<file path="config.mk">
export PLATFORM = sky130hd
export DESIGN_NAME = hr_rd_deser
export DESIGN_NICKNAME = d
export VERILOG_FILES = /design/src/rtl/hr_pkg.sv /design/src/rtl/hr_iddr.sv /design/src/rtl/hr_rd_deser.sv
export SDC_FILE = /design/constraint.sdc
export NUM_CORES = 1
export LEC_CHECK = 0
export CAP_MARGIN = 5
export CORE_MARGIN = 4
export CORE_UTILIZATION = 30
export DETAILED_ROUTE_END_ITERATION = 6
export GPL_ROUTABILITY_DRIVEN = 0
export PLACE_DENSITY = 0.53
export SYNTH_ARGS = -nofsm -noshare
export SYNTH_HDL_FRONTEND = slang
export SYNTH_SLANG_ARGS = --single-unit
</file>
<file path="constraint.sdc">
create_clock -name clk -period 3.1 [get_ports clk]
set_input_delay 0.775 -clock clk [delete_from_list [all_inputs] [get_ports clk]]
set_output_delay 0.775 -clock clk [all_outputs]
set_load 0.01 [all_outputs]
</file>
<file path="src/rtl/hr_pkg.sv">
// hr_pkg: state encoding and word geometry shared by the HyperRAM read receiver
package hr_pkg;

    typedef enum logic [1:0] {IDLE, WAIT, CAPT, DONE} hr_state_e;

    localparam int HR_WORD_W         = 32;
    localparam int HR_BEATS_PER_WORD = 2;

endpackage

</file>
<file path="src/rtl/hr_iddr.sv">
// hr_iddr: single-bit DDR input register, SAME_EDGE_PIPELINED (behavioural stand-in for IDDRE1)
module hr_iddr (
    input  logic clk,
    input  logic din,
    output logic dout_ris,
    output logic dout_fal
);

    logic ris_q, fal_q, ris_o_q, fal_o_q;

    // rising-edge sample, then both samples realigned onto the next rising edge
    always_ff @(posedge clk) begin
        ris_q   <= din;
        ris_o_q <= ris_q;
        fal_o_q <= fal_q;
    end

    // falling-edge sample
    always_ff @(negedge clk) fal_q <= din;

    assign dout_ris = ris_o_q;
    assign dout_fal = fal_o_q;

endmodule

</file>
<file path="src/rtl/hr_rd_deser.sv">
// hr_rd_deser: HyperRAM read-data receiver; DDR-samples DQ/RWDS and packs beat pairs into 32-bit words.
// Optional read abort on RWDS silence is built when HR_RD_TIMEOUT_EN is defined.
module hr_rd_deser #(
    parameter int DQ_W        = 8,
    parameter int LEN_W       = 8,
    parameter int TIMEOUT_CYC = 64
) (
    input  logic             clk,
    input  logic             reset,
    input  logic             rd_start,
    input  logic [LEN_W-1:0] rd_len,
    input  logic [DQ_W-1:0]  dq_in,
    input  logic             rwds_in,
    output logic [31:0]      rd_d,
    output logic             rd_rdy,
    output logic             busy,
    output logic             rd_done,
    output logic             rd_timeout
);

    import hr_pkg::*;

    localparam int HALF_W = HR_WORD_W / HR_BEATS_PER_WORD;

    if (TIMEOUT_CYC < 2) begin : g_bad_timeout
        $error("TIMEOUT_CYC must be at least 2");
    end

    logic [DQ_W-1:0]      dq_ris, dq_fal;
    logic                 rwds_ris, rwds_fal, beat, accept, tmo_hit;
    hr_state_e            state_q, state_d;
    logic [LEN_W-1:0]     word_cnt_q, word_cnt_d;
    logic                 half_q, half_d;
    logic [HALF_W-1:0]    hw_q, hw_d;
    logic [HR_WORD_W-1:0] rd_d_q, rd_d_d;
    logic                 rd_rdy_q, rd_rdy_d, busy_q, busy_d, rd_done_q, rd_done_d;

    for (genvar i = 0; i < DQ_W; i++) begin : g_dq
        hr_iddr u_iddr (.clk(clk), .din(dq_in[i]), .dout_ris(dq_ris[i]), .dout_fal(dq_fal[i]));
    end

    hr_iddr u_rwds (.clk(clk), .din(rwds_in), .dout_ris(rwds_ris), .dout_fal(rwds_fal));

    assign beat   = rwds_ris & ~rwds_fal;
    assign accept = rd_start & ~busy_q;

`ifdef HR_RD_TIMEOUT_EN
    localparam int TMO_W = $clog2(TIMEOUT_CYC);

    logic [TMO_W-1:0] tmo_q, tmo_d;
    logic             active, rd_timeout_q;

    assign active  = state_q == WAIT || state_q == CAPT;
    assign tmo_hit = active && !beat && tmo_q == TMO_W'(TIMEOUT_CYC - 1);
    assign tmo_d   = (active && !beat) ? tmo_q + 1'b1 : '0;

    // silence counter and abort pulse
    always_ff @(posedge clk or posedge reset) begin
        if (reset) begin
            tmo_q        <= '0;
            rd_timeout_q <= 1'b0;
        end else begin
            tmo_q        <= tmo_d;
            rd_timeout_q <= tmo_hit;
        end
    end

    assign rd_timeout = rd_timeout_q;
`else
    assign tmo_hit    = 1'b0;
    assign rd_timeout = 1'b0;
`endif

    // burst sequencing and half-word assembly
    always_comb begin
        state_d    = state_q;
        word_cnt_d = word_cnt_q;
        half_d     = half_q;
        hw_d       = hw_q;
        rd_d_d     = rd_d_q;
        rd_rdy_d   = 1'b0;
        rd_done_d  = state_q == DONE;
        busy_d     = state_q != IDLE || accept;
        case (state_q)
            IDLE: if (accept) begin
                word_cnt_d = rd_len;
                half_d     = 1'b0;
                state_d    = rd_len == '0 ? DONE : WAIT;
            end
            WAIT: if (beat) begin
                hw_d    = {dq_ris, dq_fal};
                half_d  = 1'b1;
                state_d = CAPT;
            end
            CAPT: if (beat) begin
                half_d = ~half_q;
                if (!half_q) hw_d = {dq_ris, dq_fal};
                else begin
                    rd_d_d     = {hw_q, dq_ris, dq_fal};
                    rd_rdy_d   = 1'b1;
                    word_cnt_d = word_cnt_q != '0 ? word_cnt_q - 1'b1 : word_cnt_q;
                    state_d    = word_cnt_d == '0 ? DONE : CAPT;
                end
            end
            DONE: state_d = IDLE;
        endcase
        if (tmo_hit) begin
            state_d    = IDLE;
            word_cnt_d = '0;
            half_d     = 1'b0;
        end
    end

    // state and output registers
    always_ff @(posedge clk or posedge reset) begin
        if (reset) begin
            state_q    <= IDLE;
            word_cnt_q <= '0;
            half_q     <= 1'b0;
            hw_q       <= '0;
            rd_d_q     <= '0;
            rd_rdy_q   <= 1'b0;
            busy_q     <= 1'b0;
            rd_done_q  <= 1'b0;
        end else begin
            state_q    <= state_d;
            word_cnt_q <= word_cnt_d;
            half_q     <= half_d;
            hw_q       <= hw_d;
            rd_d_q     <= rd_d_d;
            rd_rdy_q   <= rd_rdy_d;
            busy_q     <= busy_d;
            rd_done_q  <= rd_done_d;
        end
    end

    assign rd_d    = rd_d_q;
    assign rd_rdy  = rd_rdy_q;
    assign busy    = busy_q;
    assign rd_done = rd_done_q;

endmodule

</file>
======== Word level (Yosys, flattened, before mapping) ========
Cells that the tools add are included.
word-level totals
  register bits ........................... 98
  latch bits .............................. 0
  memory bits (writable) .................. 0
  ROM bits ................................ 0
  input port bits ......................... 20
  output and inout bits ................... 36
  memories ................................ 0
operators by class
  add/sub/neg operators ................... 1
  $mul .................................... 0
  div/mod/pow operators ................... 0
  order comparisons ....................... 0
  equality and inequality tests ........... 8
  shifts and indexed selects .............. 0
  multiplexer cells ....................... 23
  bitwise logic cells ..................... 5
  reductions and logical operators ........ 14
operator list
  operator             count
  $mux 16              3
  $mux 8               4
  $pmux 16 s2          1
  $logic_not 8->1      2
  $pmux 8 s2           1
  $reduce_and 4->1     4
  $mux 2               5
  $ne 2x2->1 const B   5
  $pmux 2 s4           1
  $reduce_bool 8->1    1
  $sub 8x1->8 const B  1
  $mux 1               7
  $reduce_bool 2->1    3
  $eq 2x2->1 const B   2
  $not 1->1            3
  $pmux 1 s3           1
  $reduce_and 3->1     1
  $reduce_bool 3->1    1
  $and 1x1->1          2
  $eq 2x1->1 const B   1
  $logic_not 2->1      1
  $logic_or 1x1->1     1

======== Longest topological paths before layout ========
  depth in word-level cells ............... 7
  gate-level depth with buffers ........... 8
  mapped depth without buffers ............ 7

======== Cells and area by module ========
Synthesis repeated with hierarchy kept, for this count alone.
unflattened totals
  cell total of the unflattened synthesis .. 328
  area, all modules ....................... 3554.7 sq um
by module, submodules not included
  module       times used  cells each  area each (sq um)
  hr_rd_deser  1           283         2800.2
  hr_iddr      9           5           83.8

==> results.sh <==
export IMPL_status="finished clean"
export IMPL_rr_worst_depth=6
export IMPL_portBuffers=54
export IMPL_hold_ws_ns=0.329
export IMPL_async_flop_share=0.633
export IMPL_crit_cells=1
export IMPL_std_cell_rows=39
export IMPL_utilization=0.398
export IMPL_fp_dieH_um=117
export IMPL_skew_ns=0.0540
export IMPL_die_w_um=117
export IMPL_synth_enable_flop_cells=0
export IMPL_fin_area_mm2=0.00459
export IMPL_grt_usage=0.117
export IMPL_worstSetupPathType="in -> reg"
export IMPL_grt_pass1_vias=2525
export IMPL_clkLatencyLatePin_ns=0.39
export IMPL_critPathTopFamily="buffers and inverters"
export IMPL_powerDensity_mw_per_mm2=999
export IMPL_hold_viol=0
export IMPL_route_detailed_drc=0
export IMPL_ys_ff_latch=98
export IMPL_cp_slowest_cell="clkdlybuf4s50_1"
export IMPL_cts_tree="yes"
export IMPL_whs_path_depth=0
export IMPL_synth_cells=333
export IMPL_peakVddDrop_mv=0.378
export IMPL_cts_root_buf="clkbuf_16"
export IMPL_start_kind="primary input"
export IMPL_first_iter_violations=152
export IMPL_synth_ff_type="dfrtp_1"
export IMPL_max_clock_path_buffers=2
export IMPL_ant_nets=0
export IMPL_path_clk_slew_ns=0.07
export IMPL_htree_levels=3
export IMPL_cts_setup_buffers=0
export IMPL_crit_fanout=2
export IMPL_final_cells=545
export IMPL_critPathRequiredTime_ns=1.82
export IMPL_cts_buffers=9
export IMPL_yosys_top_cells_count="104 x nand2_1, 62 x dfrtp_1, 36 x dfxtp_1"
export IMPL_dr_pass1_iters=4
export IMPL_hold_class="reg -> reg"
export IMPL_coreArea_mm2=0.0115
export IMPL_yosysWarnings=0
export IMPL_synth_nets=358
export IMPL_vias=2488
export IMPL_grt_max_degree=35
export IMPL_setup_viol=0
export IMPL_io_pins=56
export IMPL_register_area_mm2=0.00227
export IMPL_total_power_mw=4.58
export IMPL_grt_ovfl_total=0
export IMPL_cts_num_sinks=98
export IMPL_yosysTopAreaCellShare=0.437
export IMPL_crit_chain="clkdlybuf4s50_1"
export IMPL_cap_violations=0
export IMPL_pwr_share_seq=0.429
export IMPL_worstMarginPinSlew_ns=0.913
export IMPL_comb_power_share=0.310
export IMPL_antenna_found_initial=0
export IMPL_yosysSeqAreaShare=0.640
export IMPL_drv_slew=0
export IMPL_synth_most_common_cell="nand2_1"
export IMPL_place_ws_ns=0.227
export IMPL_p_leak_nw=2.09
export IMPL_grt_first_pass_wirelength_um=12500
export IMPL_ys_types=44
export IMPL_rsz0062_at_grt="false"
export IMPL_endpoint_kind="flip-flop"
export IMPL_p_clk_frac=0.260
export IMPL_cpPeakStageDelay_ns=0.42
export IMPL_placed_cell_area_mm2=0.00424
export IMPL_dieArea_mm2=0.0136
export IMPL_cts_resized=0
export IMPL_area_growth_syn_to_layout_pct=29.1
export IMPL_yosys_area_top_type="dfrtp_1"
export IMPL_multiInputGateArea_mm2=0.00115
export IMPL_fin_setup_tns_ns=0
export IMPL_p_sw_frac=0.324
export IMPL_initial_core_util=0.308
export IMPL_synth_area_top_cells="dfrtp_1 44%, dfxtp_1 20%, nand2_1 11%"
export IMPL_dp_hpwl_um=4940
export IMPL_syn_area_per_cell_um2=10.7
export IMPL_viasPerCell=4.57
export IMPL_antenna_cells=0
export IMPL_cp_arrival_ns=1.19
export IMPL_timing_final_ws_setup_ns=0.625
export IMPL_post_drt_wl_per_cell_um=13.4
export IMPL_fillerInstances=1163
export IMPL_drive_above_1_share=0.119
export IMPL_postCtsHoldBufs=0
export IMPL_slew_headroom=0.387
export IMPL_dp_cells=521
export IMPL_cp_buffers_inverters=1
export IMPL_nNetsFinal=422
export IMPL_syn_cell_area_mm2=0.00355
export IMPL_p_switching_mw=1.48
export IMPL_p_int_mw=3.10
export IMPL_routed_wl_um=7300
cell usage in the layout (no fill, tap or decap), drive strengths merged, types with 4 or more instances in the layout:
cell type	count
inv	26
dfxtp	36
a21oi	10
nor3	7
buf	5
clkdlybuf4s50	54
o21ai	10
clkbuf	9
ha	5
nand3	4
nand2	104
dfrtp	62
mux2	17
nor4	4
nor2	11
final timing paths:
check / start / endpoint / slack (ns)
worst max register to register: state_q[0] / word_cnt_q[1] / 0.70
max in group asynchronous: reset / hw_q[2] / 1.65
min in group asynchronous: reset / word_cnt_q[0] / 0.75
worst max-delay path: dq_in[7] / g_dq[7].u_iddr.fal_q / 0.62
worst min register to register: u_rwds.ris_q / u_rwds.dout_ris / 0.33
worst min-delay path: u_rwds.ris_q / u_rwds.dout_ris / 0.33
logic make-up after synthesis:
family | count (synthesis) | share of synthesized area
adders and majority gates | 5 | 0.0176
DFF | 98 | 0.640
AOI/OAI and AO/OA | 39 | 0.0722
muxes | 19 | 0.0595
other | 1 | 0.00106
buffers and inverters | 29 | 0.0349
xor gates and xnor gates | 2 | 0.00493
and+or+nand+nor | 140 | 0.170
cell type report:
cell class / count / share of cell area
clock buffers: 9 / 0.0491
clock inverters: 16 / 0.0270
inverters: 14 / 0.0115
multi-input cells: 206 / 0.252
flip-flops and latches: 98 / 0.495
well taps: 143 / 0.0390
repair buffers: 59 / 0.126
state kept, by name (all words and copies together) (netlist names):
signal                count
rd_d                     32
hw_q                     16
g_dq.u_iddr.dout_fal      8
g_dq.u_iddr.dout_ris      8
g_dq.u_iddr.fal_q         8
g_dq.u_iddr.ris_q         8
word_cnt_q                8
state_q                   2
busy                      1
half_q                    1
rd_done                   1
rd_rdy                    1
u_rwds.dout_fal           1
u_rwds.dout_ris           1
u_rwds.fal_q              1
u_rwds.ris_q              1
power groups by stage:
stage / logic, mW / clock network [mW] / registers [mW]
3_3_place_gp: 1.41 / 0.0199 / 1.99
5_1_grt: 1.59 / 1.29 / 2.03
3_5_place_dp: 1.44 / 0.0199 / 1.99
2_1_floorplan: 0.800 / 0.0199 / 1.99
6_report: 1.42 / 1.19 / 1.97
4_1_cts: 1.44 / 1.24 / 1.97
per-layer routing:
metal  routed length, um  up-vias  global-route usage
met5                   0        -                   0
met2                3180       66               0.181
li1                    -     1222                   -
met1                3610     1196               0.155
met4                  47        0              0.0321
met3                 461        4              0.0447
No activity file was read; power rests on OpenSTA's default activity.
